--- src/rtl/seg_pkg.sv ---
// Shared constants and types for the seven-segment capture path.
// Optional hex decode is enabled by defining SEG_CAPTURE_HEX_EN.
package seg_pkg;

  // Bit positions on the active-low segment bus.
  localparam int SEG_W     = 7;
  localparam int SEG_A_BIT = 0;
  localparam int SEG_B_BIT = 1;
  localparam int SEG_C_BIT = 2;
  localparam int SEG_D_BIT = 3;
  localparam int SEG_E_BIT = 4;
  localparam int SEG_F_BIT = 5;
  localparam int SEG_G_BIT = 6;

  localparam logic [SEG_W-1:0] SEG_0     = 7'b1000000;
  localparam logic [SEG_W-1:0] SEG_1     = 7'b1111001;
  localparam logic [SEG_W-1:0] SEG_2     = 7'b0100100;
  localparam logic [SEG_W-1:0] SEG_3     = 7'b0110000;
  localparam logic [SEG_W-1:0] SEG_4     = 7'b0011001;
  localparam logic [SEG_W-1:0] SEG_5     = 7'b0010010;
  localparam logic [SEG_W-1:0] SEG_6     = 7'b0000010;
  localparam logic [SEG_W-1:0] SEG_7     = 7'b1111000;
  localparam logic [SEG_W-1:0] SEG_8     = 7'b0000000;
  localparam logic [SEG_W-1:0] SEG_9     = 7'b0010000;
  localparam logic [SEG_W-1:0] SEG_A     = 7'b0001000;
  localparam logic [SEG_W-1:0] SEG_B     = 7'b0000011;
  localparam logic [SEG_W-1:0] SEG_C     = 7'b1000110;
  localparam logic [SEG_W-1:0] SEG_D     = 7'b0100001;
  localparam logic [SEG_W-1:0] SEG_E     = 7'b0000110;
  localparam logic [SEG_W-1:0] SEG_F     = 7'b0001110;
  localparam logic [SEG_W-1:0] SEG_BLANK = 7'h7F;

  typedef enum logic [1:0] {IDLE, SETTLE, HELD} seg_state_t;

  typedef struct packed {
    logic       valid;
    logic       blank;
    logic [3:0] value;
  } seg_dec_t;

endpackage

--- src/rtl/seg_capture_if.sv ---
// Display-bus bundle between the scanner side and the seg_capture reader.
interface seg_capture_if #(
  parameter int NUM_DIGITS = 4
);
  import seg_pkg::*;

  // No valid/ready handshake: inputs are sampled every cycle with no
  // backpressure, and update/err are single-cycle pulses the consumer must
  // observe in the cycle they are high.
  logic [6:0]              seg_in;
  logic [NUM_DIGITS-1:0]   an_in;
  logic                    clear;
  logic [4*NUM_DIGITS-1:0] bcd_out;
  logic [NUM_DIGITS-1:0]   digit_valid;
  logic                    update;
  logic                    err;
  seg_state_t              state;

  modport master (
    output seg_in, an_in, clear,
    input  bcd_out, digit_valid, update, err, state
  );

  modport slave (
    input  seg_in, an_in, clear,
    output bcd_out, digit_valid, update, err, state
  );

endinterface

--- src/rtl/seg2bcd.sv ---
// Combinational active-low segment pattern decoder.
// Hex digits A-F decode only when SEG_CAPTURE_HEX_EN is defined.
module seg2bcd
  import seg_pkg::*;
(
  input  logic [6:0] seg,
  output seg_dec_t   dec
);

  always_comb begin
    dec = '0;
    case (seg)
      SEG_0: begin dec.valid = 1'b1; dec.value = 4'd0; end
      SEG_1: begin dec.valid = 1'b1; dec.value = 4'd1; end
      SEG_2: begin dec.valid = 1'b1; dec.value = 4'd2; end
      SEG_3: begin dec.valid = 1'b1; dec.value = 4'd3; end
      SEG_4: begin dec.valid = 1'b1; dec.value = 4'd4; end
      SEG_5: begin dec.valid = 1'b1; dec.value = 4'd5; end
      SEG_6: begin dec.valid = 1'b1; dec.value = 4'd6; end
      SEG_7: begin dec.valid = 1'b1; dec.value = 4'd7; end
      SEG_8: begin dec.valid = 1'b1; dec.value = 4'd8; end
      SEG_9: begin dec.valid = 1'b1; dec.value = 4'd9; end
`ifdef SEG_CAPTURE_HEX_EN
      SEG_A: begin dec.valid = 1'b1; dec.value = 4'hA; end
      SEG_B: begin dec.valid = 1'b1; dec.value = 4'hB; end
      SEG_C: begin dec.valid = 1'b1; dec.value = 4'hC; end
      SEG_D: begin dec.valid = 1'b1; dec.value = 4'hD; end
      SEG_E: begin dec.valid = 1'b1; dec.value = 4'hE; end
      SEG_F: begin dec.valid = 1'b1; dec.value = 4'hF; end
`else
`endif
      SEG_BLANK: dec.blank = 1'b1;
      default: dec = '0;
    endcase
  end

endmodule

--- src/rtl/seg_capture.sv ---
// Debounces the multiplexed seven-segment bus and stores one decoded digit
// per anode. Hex decode is enabled by defining SEG_CAPTURE_HEX_EN.
module seg_capture
  import seg_pkg::*;
#(
  parameter int NUM_DIGITS    = 4,
  parameter int STABLE_CYCLES = 8
) (
  input  logic          clk,
  input  logic          rst_n,
  seg_capture_if.slave  bus
);

  localparam int SW = 7 + NUM_DIGITS;
  localparam int CW = $clog2(STABLE_CYCLES + 1);
  localparam logic [CW-1:0] CNT_MAX  = CW'(STABLE_CYCLES);
  localparam logic [CW-1:0] CNT_LAST = CW'(STABLE_CYCLES - 1);

  logic [SW-1:0]           sample, s_reg;
  logic [CW-1:0]           cnt, cnt_next;
  seg_state_t              state, state_next;
  logic [4*NUM_DIGITS-1:0] bcd_q, bcd_d;
  logic [NUM_DIGITS-1:0]   valid_q, valid_d;
  logic                    update_q, err_q, err_d;
  logic [NUM_DIGITS-1:0]   an_act;
  logic                    changed, any_low, one_low, capture;
  seg_dec_t                dec;

  assign sample  = {bus.seg_in, bus.an_in};
  assign changed = (sample != s_reg);
  assign an_act  = ~s_reg[NUM_DIGITS-1:0];
  assign any_low = |an_act;
  assign one_low = any_low && ((an_act & (an_act - NUM_DIGITS'(1))) == '0);

  seg2bcd u_dec (
    .seg (s_reg[SW-1:NUM_DIGITS]),
    .dec (dec)
  );

  // Capture fires on the edge the counter would reach STABLE_CYCLES, so the
  // decoded s_reg equals the incoming sample on that edge.
  assign capture = (state == SETTLE) && !changed && (cnt == CNT_LAST) && any_low;

  always_comb begin
    cnt_next = cnt;
    if (changed)             cnt_next = '0;
    else if (cnt != CNT_MAX) cnt_next = cnt + CW'(1);
  end

  always_comb begin
    state_next = state;
    case (state)
      IDLE:    if (any_low) state_next = SETTLE;
      SETTLE: begin
        if (!any_low)    state_next = IDLE;
        else if (capture) state_next = HELD;
      end
      HELD:    if (changed) state_next = (&bus.an_in) ? IDLE : SETTLE;
      default: state_next = IDLE;
    endcase
  end

  always_comb begin
    bcd_d   = bcd_q;
    valid_d = valid_q;
    err_d   = 1'b0;
    if (bus.clear) begin
      bcd_d   = '0;
      valid_d = '0;
    end else if (capture) begin
      if (!one_low) begin
        err_d = 1'b1;
      end else begin
        for (int i = 0; i < NUM_DIGITS; i++) begin
          if (an_act[i]) begin
            if (dec.valid) begin
              bcd_d[4*i +: 4] = dec.value;
              valid_d[i]      = 1'b1;
            end else begin
              valid_d[i] = 1'b0;
              if (!dec.blank) err_d = 1'b1;
            end
          end
        end
      end
    end
  end

  always_ff @(posedge clk) begin
    if (!rst_n) begin
      s_reg    <= '1;
      cnt      <= '0;
      state    <= IDLE;
      bcd_q    <= '0;
      valid_q  <= '0;
      update_q <= 1'b0;
      err_q    <= 1'b0;
    end else begin
      s_reg    <= sample;
      cnt      <= cnt_next;
      state    <= state_next;
      bcd_q    <= bcd_d;
      valid_q  <= valid_d;
      update_q <= (bcd_d != bcd_q) || (valid_d != valid_q);
      err_q    <= err_d;
    end
  end

  assign bus.bcd_out     = bcd_q;
  assign bus.digit_valid = valid_q;
  assign bus.update      = update_q;
  assign bus.err         = err_q;
  assign bus.state       = state;

endmodule

--- src/flat_wrapper.sv ---
// flat-port wrapper written by rule: the top's interface ports become plain ports
module seg_capture_flat import seg_pkg::*;
#(
  parameter int NUM_DIGITS    = 4,
  parameter int STABLE_CYCLES = 8
)
  (clk, rst_n, bus_seg_in, bus_an_in, bus_clear, bus_bcd_out, bus_digit_valid, bus_update, bus_err, bus_state);
  seg_capture_if #(.NUM_DIGITS(NUM_DIGITS)) bus_i ();
  input  logic clk;
  input  logic rst_n;
  input wire logic [$bits(bus_i.seg_in)-1:0] bus_seg_in;
  input wire logic [$bits(bus_i.an_in)-1:0] bus_an_in;
  input wire logic [$bits(bus_i.clear)-1:0] bus_clear;
  output wire logic [$bits(bus_i.bcd_out)-1:0] bus_bcd_out;
  output wire logic [$bits(bus_i.digit_valid)-1:0] bus_digit_valid;
  output wire logic [$bits(bus_i.update)-1:0] bus_update;
  output wire logic [$bits(bus_i.err)-1:0] bus_err;
  output wire logic [$bits(bus_i.state)-1:0] bus_state;
  assign bus_i.seg_in = bus_seg_in;
  assign bus_i.an_in = bus_an_in;
  assign bus_i.clear = bus_clear;
  assign bus_bcd_out = bus_i.bcd_out;
  assign bus_digit_valid = bus_i.digit_valid;
  assign bus_update = bus_i.update;
  assign bus_err = bus_i.err;
  assign bus_state = bus_i.state;
  seg_capture #(.NUM_DIGITS(NUM_DIGITS), .STABLE_CYCLES(STABLE_CYCLES)) u_core (.clk(clk), .rst_n(rst_n), .bus(bus_i));
endmodule
--- config.mk ---
export PLATFORM = sky130hd
export DESIGN_NAME = seg_capture_flat
export DESIGN_NICKNAME = d
export VERILOG_FILES = /design/src/rtl/seg_pkg.sv /design/src/rtl/seg_capture_if.sv /design/src/rtl/seg2bcd.sv /design/src/rtl/seg_capture.sv /design/src/flat_wrapper.sv
export SDC_FILE = /design/constraint.sdc
export NUM_CORES = 1
export LEC_CHECK = 0
export CAP_MARGIN = 20
export CORE_AREA = 2 2 84 86
export CTS_CLUSTER_SIZE = 40
export DETAILED_ROUTE_END_ITERATION = 10
export DIE_AREA = 0 0 86 88
export PLACE_DENSITY_LB_ADDON = 0.25
export SLEW_MARGIN = 25
export SYNTH_ARGS = -nofsm -noshare
export SYNTH_HDL_FRONTEND = slang
export SYNTH_SLANG_ARGS = --single-unit
--- constraint.sdc ---
create_clock -name clk -period 3 [get_ports clk]
set_input_delay 0.6 -clock clk [delete_from_list [all_inputs] [get_ports clk]]
set_output_delay 0.6 -clock clk [all_outputs]
set_load 0.01 [all_outputs]
---- Word level (Yosys, flattened, before mapping) ----
Cells that the tools add are included.
operators by class
  add/subtract/negate cells ............... 2
  eq/ne operators ......................... 20
  multiplexer cells ....................... 41
  bitwise operators ....................... 4
  reductions and logical operators ........ 15
operator list
  operator                                                                  number
  16-bit 2-to-1 mux                                                         3
  4-bit 2-to-1 mux                                                          11
  4-bit one-hot mux with 9 select lines                                     1
  7-bit == test (second input constant)                                     4
  7-bit by 5-bit == test with 1-bit output (second input constant)          3
  1-bit 2-to-1 mux                                                          21
  16-bit inequality test                                                    1
  7-bit by 6-bit == test with 1-bit output (second input constant)          2
  11-bit inequality test                                                    1
  10-bit OR reduction                                                       1
  2-bit 2-to-1 mux                                                          4
  7-bit by 2-bit == test with 1-bit output (second input constant)          1
  7-bit zero test                                                           1
  2-bit one-hot mux with 3 select lines                                     1
  4-bit by 1-bit adder with 4-bit output (second input constant)            1
  4-bit bitwise AND                                                         1
  4-bit by 3-bit == test with 1-bit output (second input constant)          1
  1-bit logical AND                                                         4
  4-bit zero test                                                           1
  2-bit by 1-bit inequality test with 1-bit output (second input constant)  2
  4-bit inequality test                                                     1
  4-bit inequality test (second input constant)                             1
  4-bit NOT                                                                 1
  4-bit AND reduction                                                       1
  12 further kinds                                                          13
word-level totals
  bits in registers ....................... 39
  input port bits ......................... 14
  output and inout bits ................... 24
  word-level logic and storage cells ...... 89

---- Logic depth before layout (Yosys ltp) ----
Gate-level depths: netlist of run 1.
  word-level depth ........................ 15
  gate-level depth with buffers ........... 8

---- Cells and area by module ----
From an unflattened synthesis of run 1, not the netlist that was laid out.
unflattened totals
  cells, all modules ...................... 256
  area, all modules ....................... 2,289.7 sq um
modules (own cells, without submodules)
  module       instances  cells an instance  area each (sq um)  seq. area each (sq um)
  seg_capture  1          228                2,103.3            780.7
  seg2bcd      1          28                 186.4              0.0

---- Worst setup path after synthesis of run 1 ----
No wires, ideal clock.
  kind .................................... register to register
  from .................................... register u_core.s_reg[5]
  to ...................................... register u_core.update_q, in the netlist u_core.bus.update
  arrival time ............................ 2,280 ps
  data required time ...................... 2,875 ps
  path slack .............................. 595 ps
  stages on the path, launching flop included .. 8
  buffers on the path ..................... 1
  cell sequence ........................... dfxtp_1 -> buf_6 -> nor4b_1 -> nand3_1 -> nand3_2 -> mux2_2 -> o211a_1 -> o41a_1
on the way
  word-level cells in the longest chain between the ends .. 10
  elaborated cells between the ends (all ways) .. 40
  those cells by class .................... 12 x eq/ne; 21 x mux; 7 x reduce/logical
ends and longest elaborated chain
  what                                                                    RTL line            text
  from (decl)                                                             seg_capture.sv:19   logic [SW-1:0] sample, s_reg;
  from (signal assigned)                                                  seg_capture.sv:99   s_reg <= sample;
  7-bit by 5-bit == test with 1-bit output, or another cell as far along  seg2bcd.sv:12       case (seg)
  10-bit OR reduction (no line)                                           --
  1-bit 2-to-1 mux                                                        seg2bcd.sv:12
  4-bit 2-to-1 mux or 1-bit 2-to-1 mux (tied branches)                    seg_capture.sv:76   if (dec.valid) begin
  4-bit 2-to-1 mux or 1-bit 2-to-1 mux (tied branches)                    seg_capture.sv:75   if (an_act[i]) begin
  16-bit 2-to-1 mux or 4-bit 2-to-1 mux (tied branches)                   seg_capture.sv:71   if (!one_low) begin
  16-bit 2-to-1 mux or 4-bit 2-to-1 mux (tied branches)                   seg_capture.sv:70   end else if (capture) begin
  16-bit 2-to-1 mux or 4-bit 2-to-1 mux (tied branches)                   seg_capture.sv:67   if (bus.clear) begin
  16-bit inequality test or 4-bit inequality test (tied branches)         seg_capture.sv:104  update_q <= (bcd_d != bcd_q) || (valid_d != valid_q);
  1-bit logical OR *                                                      seg_capture.sv:104
  to (signal assigned)                                                    seg_capture.sv:104
  to (decl)                                                               seg_capture.sv:24   logic update_q, err_q, err_d;
Mark *: on every way between the ends. The rest lies on a longest branch, timed or not.
A chain may end at the register's enable or synchronous reset.

---- Final worst setup path of run 1 ----
  from .................................... input port bus_seg_in[2]
  to ...................................... register u_core.bcd_q[13], in the netlist u_core.bus.bcd_out[13]
on the way
  word-level cells in the longest chain between the ends .. 7
ends and longest elaborated chain
  what                            RTL line            text
  from (decl)                     flat_wrapper.sv:11  input wire logic [$bits(bus_i.seg_in)-1:0] bus_seg_in;
  11-bit inequality test          seg_capture.sv:30   assign changed = (sample != s_reg);
  1-bit zero test                 seg_capture.sv:42   assign capture = (state == SETTLE) && !changed && (cnt == CNT_LAST) && any_low;
  1-bit logical AND (3 in a row)  seg_capture.sv:42
  16-bit 2-to-1 mux               seg_capture.sv:70
  16-bit 2-to-1 mux               seg_capture.sv:67
  to (signal assigned)            seg_capture.sv:94   bcd_q <= '0;
  to (signal assigned)            seg_capture.sv:102  bcd_q <= bcd_d;
  to (decl)                       seg_capture.sv:22   logic [4*NUM_DIGITS-1:0] bcd_q, bcd_d;
No other way between the ends.

==> results.toml, run 1 <==
[status]
status = "completed"

[die]
die_w_um = 86
row_count = 30
die_area_mm2 = 0.00757
initial_core_util = 0.362
core_area_mm2 = 0.00664
io_pins = 38
die_h_um = 88

[power_and_ir_drop]
p_per_area_mw_per_mm2 = 340
p_seq_frac = 0.546
ir_drop_v = 0.000124
swShare = 0.264
power.share.combinational = 0.107
leakagePower_nw = 1.11
internal_power_uw = 745
p_sw_uw = 268
p_clk_frac = 0.347

[setup_path]
path_delay_family = "simple AND/OR/NAND/NOR gates"
critical-path-max-stage-delay_ps = 520
worst_r2r_endpoint = "u_core.bus.update"
end_kind = "flip-flop"
critPathKind = "in2reg"
required_ps = 3190
crit_chain = "clkdlybuf4s50_1 > xor2_1 > nor4_2 > nand4_1 > or4_1 > nand2b_4 > mux2i_1 > nor2_1"
r2r-start = "u_core.s_reg[9]"
r2r_cells = 7
cp_max_fo = 5
crit_arrival_ps = 2800
startpoint_type = "input pin"
slowest_stage = "or4_1"
path_buf_inv = 1
rrSetupSlack_ps = 520

[global_route]
grt_pass1_vias = 2264
grt_antenna_before_repair = 0
grtUsageTotal = 0.183
grt_pass1_wl_um = 11100
grt_max_degree = 16
overflow = 0

[final_layout]
antenna_cells = 0
syn2layout_area_growth_pct = 24.0
final_core_util = 0.449
final_cell_mix = "nor2_1 (39), dfxtp_1 (39), clkdlybuf4s50_1 (37)"
final_layout_size_suffix_gt1_frac = 0.0959
fin_area_mm2 = 0.00298
largest_reg_flops = 16
layout.nets = 359
stdcell_count = 424

[routing]
drc_errors = 0
first_pass_iters = 4
routed_wl_um = 6600
antenna_left = 0
via_per_inst = 5.64
drtIter0Drc = 173
dr_total_vias = 2393
post_drt_wl_per_cell_um = 15.6

[timing]
period_minus_slack_ps = 2610
slew_viol_final = 0
setup_viol = 0
timing.fmax_mhz = 383
hold_slack_ps = 516
worst_pin_slew_ps = 585
maxSlewHeadroom = 0.606
rsz0062_at_grt = "no"
fin_tns_setup_ps = 0
hold_viol = 0
fin_crit_sh = 0.870
fin_skew_ps = 4.78

[synthesis]
ys_ff_latch = 39
syn_area_mm2 = 0.00241
avgSynthCellArea_um2 = 7.99
yosysWarnings = 0
synth_nets = 317
yosys.cell_types.count = 61
synth_edf_count = 0
synth-async-reset-ratio = 0
synth-seq-area-share = 0.324
synthFlopType = "dfxtp_1"
syn_inst = 301

[place]
dp_cells = 416
port_buffers = 37
dpl.hpwl_um = 4850
dpl_cell_area_mm2 = 0.00290
globalplace.congestion = 0.844

[clocking]
clk_path_buf_depth = 2
post_cts_buffers = 0
cts_tree = "done"
h-tree-depth = 2
cts_buffers = 5
cts-root-buf = "clkbuf_8"
clkSinkCount = 39
clkLatencyLatePin_ps = 290
cts_resized = 0
clk_pin_slew_ps = 80
ctsHoldBuffers = 0

[min_path]
hold_class = "reg2reg"
hold_path_end = "u_core.bus.digit_valid[3]"
holdPathStages = 2
min-delay-start = "u_core.bus.digit_valid[3]"

[flow_run]
maxCapViolCount = 0
area by class of cell:
class,instances,area (um^2)
clock buffers,7,76.3
clock inverters,1,5.00
fillers,648,3660
inverters,9,33.8
multi-input cells,237,1510
flip-flops and latches,39,781
well taps,80,100
repair buffers,51,475
worst max path at each step:
stage,to,from,cells past startpoint
4_1_cts,u_core.bus.bcd_out[13],bus_seg_in[2],8
3_5_place_dp,u_core.bus.bcd_out[13],bus_an_in[1],8
3_3_place_gp,u_core.bus.bcd_out[13],bus_seg_in[2],8
6_report,u_core.bus.bcd_out[13],bus_seg_in[2],8
5_1_grt,u_core.bus.bcd_out[1],bus_seg_in[2],8
2_1_floorplan,u_core.bus.update,u_core.s_reg[5],7
kinds of logic (layout without fill, tap and decap cells):
logic type / count (synthesis) / in the layout / share of synthesized area
simple gates: 150 / 150 / 0.345
compound gates: 59 / 59 / 0.170
flops: 39 / 39 / 0.324
buf+inv: 25 / 68 / 0.0473
xor+xnor: 13 / 13 / 0.0473
mux: 13 / 13 / 0.0551
fa+ha+maj: 2 / 2 / 0.0104
synth_stat cells (3+ instances only):
cell type	count	area (um^2)
dfxtp_1	39	781
nor2_1	39	146
nand2_1	22	82.6
a21oi_1	20	100
nand2b_1	18	113
nand3_1	13	65.1
xor2_1	12	105
mux2i_1	11	110
buf_2	10	50.1
inv_1	9	33.8
nor4_1	9	56.3
nand4_1	8	50.1
nor3_1	8	40.0
o21ai_0	8	40.0
a22oi_1	5	37.5
clkbuf_1	5	18.8
and3_1	4	25.0
nor3b_1	4	30.0
nand3b_1	3	22.5
nor4_2	3	37.5
nor4b_1	3	26.3
worst reg2reg max path, cell delays in order (launching register included):
cell and delay, ps:
dfxtp_1 650, nand4b_1 270, or2_2 360, nand3_1 260
o221ai_1 180, a21oi_1 160, nand4_1 90, o41a_1 410
power groups by stage:
| stage | registers, mW | logic (mW) | clock network, mW |
|---|---|---|---|
| 5_1_grt | 0.556 | 0.120 | 0.378 |
| 3_3_place_gp | 0.565 | 0.107 | 0 |
| 2_1_floorplan | 0.545 | 0.0820 | 0 |
| 6_report | 0.553 | 0.108 | 0.352 |
| 4_1_cts | 0.552 | 0.108 | 0.359 |
| 3_5_place_dp | 0.565 | 0.107 | 0 |
per-layer routing:
metal | vias up | GRT usage | routed length [um] | part of all wire
li1 | 1185 | - | - | -
met3 | 15 | 0.0339 | 299 | 0.045
met1 | 1127 | 0.253 | 3180 | 0.48
met5 | - | 0 | 0 | 0
met2 | 66 | 0.284 | 2950 | 0.45
met4 | 0 | 0.0664 | 171 | 0.026
through the flow:
stage          total power, mW  setup WS, ps
2_1_floorplan            0.627           595
3_3_place_gp             0.672          92.9
3_5_place_dp             0.672          95.8
4_1_cts                   1.02           387
5_1_grt                   1.05           129
6_report                  1.01           389
Power figures use the tool's default switching activity.
==> run 2, diff against run 1 <==
- CORE_AREA: 2 2 84 86 -> 2 2 76 96
- DIE_AREA: 0 0 86 88 -> 0 0 78 98
==> run 2 against run 1 <==
  * Power increased by 8.3%
  * Sequential power hardly changed
  * Worst setup slack got worse by 66 ps
  * Hold slack worse by 9.1 ps
  * Register-to-register slack got worse by 70 ps
  * Critical path type unchanged
  * Utilization down 0.65 points
  * Via count shrank 0.63%
  * Die area up 1.0%
==> results.toml, run 2 (synthesis results as in run 1) <==
[setup_path]
path_delay_family = "simple AND/OR/NAND/NOR gates"
end_kind = "flip-flop"
slowest_stage = "nor4_2"
startpoint_type = "input pin"
cp_max_fo = 9
required_ps = 3190
cp_num_cells = 8
cpMostUsedCell = "nor2_1"
crit_arrival_ps = 2860
worst_r2r_endpoint = "u_core.bus.update"
crit_chain = "clkdlybuf4s50_1 > xor2_1 > nor4_2 > nand4_2 > nor2_1 > nand2_1 > a22oi_1 > nor2_1"
rrSetupSlack_ps = 450
r2r_cells = 7
critical-path-max-stage-delay_ps = 470
critPathKind = "in2reg"
path_buf_inv = 1
r2r-start = "u_core.s_reg[9]"

[routing]
met2_wirelength_um = 3120
wl_met1_um = 2780
routed_wl_um = 6340
dr.max_layer_used = "met4"
drtIter0Drc = 141
first_pass_iters = 4
post_drt_wl_per_cell_um = 14.7
dr_wl_met3_um = 219
via_per_inst = 5.50
antenna_left = 0
dr_total_vias = 2378
drc_errors = 0

[flow_run]
maxCapViolCount = 0

[timing]
rsz0062_at_grt = "no"
slew_viol_final = 0
hold_viol = 0
worst_pin_slew_ps = 687
fin_skew_ps = 5.18
setup_slack_ps = 323
fin_tns_setup_ps = 0
period_minus_slack_ps = 2680
timing.fmax_mhz = 374
fin_crit_sh = 0.892
setup_viol = 0
maxSlewHeadroom = 0.537

[clocking]
cts-root-buf = "clkbuf_8"
cts_resized = 0
post_cts_buffers = 0
cts_tree = "done"
cts_buffers = 5
clk_pin_slew_ps = 80
clk_path_buf_depth = 2
ctsHoldBuffers = 0
clkLatencyLatePin_ps = 290
h-tree-depth = 2
clkSinkCount = 39

[global_route]
grt_pass1_vias = 2303
grt_antenna_before_repair = 0
grt_max_degree = 16
grt_pass1_wl_um = 10800
grtUsageTotal = 0.174
overflow = 0

[die]
row_count = 34
io_pins = 38
die_area_mm2 = 0.00764
die_w_um = 78
core_area_mm2 = 0.00681
initial_core_util = 0.353
die_h_um = 98

[power_and_ir_drop]
ir_drop_v = 0.000184
p_per_area_mw_per_mm2 = 364
leakagePower_nw = 1.12
finalPower_mw = 1.10

[final_layout]
syn2layout_area_growth_pct = 25.2
layout.nets = 357
stdcell_count = 432
final_cell_mix = "nor2_1 (39), dfxtp_1 (39), clkdlybuf4s50_1 (37)"
antenna_cells = 0
largest_reg_flops = 16
final_layout_size_suffix_gt1_frac = 0.0965

[place]
dpl.hpwl_um = 4890
dpl_worst_slack_ps = 57.0
globalplace.congestion = 0.879
dp_cells = 424
port_buffers = 37

[min_path]
holdPathStages = 2
hold_path_end = "u_core.bus.bcd_out[8]"
min-delay-start = "u_core.bus.bcd_out[8]"
hold_class = "reg2reg"

[status]
status = "completed"
[run 2: changes by cell type in the layout (fill, tap and decap cells not counted)]
| cell | before | now |
|---|---|---|
| clkinv_4 | 0 | 1 |
| buf_4 | 14 | 12 |
| clkbuf_1 | 2 | 0 |
| bufinv_16 | 0 | 1 |
[run 2: final cells by class]
type | count | area, um^2
Timing Repair Buffer | 49 | 460
Sequential cell | 39 | 781
Clock buffer | 5 | 68.8
Clock inverter | 3 | 43.8
Fill cell | 712 | 3790
Tap cell | 90 | 113
Multi-Input combinational cell | 237 | 1510
Inverter | 9 | 33.8
[run 2: stage by stage]
stage / hold WS (ps) / cell area (um^2) / util
CTS: 503 / 3010 / 0.442
finish: 507 / 3010 / 0.442
global placement: 496 / 2900 / 0.426
detailed placement: 488 / 2900 / 0.426
floorplan: 479 / 2410 / -
global route: 543 / 3010 / 0.442
[run 2: layer usage]
metal / vias up / global-route usage
met4: 0 / 0.0864
met1: 1124 / 0.213
met5: - / 0
met3: 17 / 0.0250
li1: 1181 / -
met2: 56 / 0.295
[run 2: worst max path at each step]
stage                          startpoint               endpoint  slack, ps
final                       bus_seg_in[2]  u_core.bus.bcd_out[2]        320
after global placement      bus_seg_in[2]  u_core.bus.bcd_out[2]         70
after CTS                   bus_seg_in[2]  u_core.bus.bcd_out[2]        370
after detailed placement    bus_seg_in[2]  u_core.bus.bcd_out[2]         60
after global routing        bus_seg_in[2]  u_core.bus.bcd_out[2]        160
after floorplan           u_core.s_reg[5]      u_core.bus.update        590
[run 2: worst min-delay path: stages (launching register included)]
cell,delay [ps]
dfxtp_1,350
nand2_1,70
a21oi_1,50
[run 2: where the power goes]
part / switching [mW] / internal [mW] / leakage [nW] / total (mW)
clock network: 0.190 / 0.248 / 0.0581 / 0.438
registers: 0.0254 / 0.527 / 0.318 / 0.552
logic: 0.0536 / 0.0534 / 0.741 / 0.107
total: 0.269 / 0.828 / 1.12 / 1.10
==> run 3, diff against run 2 <==
- CORE_AREA: 2 2 76 96 -> 2 2 84 86
- DIE_AREA: 0 0 78 98 -> 0 0 86 88
==> results of run 3 <==
Same layout as run 1: the final DEF is identical, and so are final timing and power.
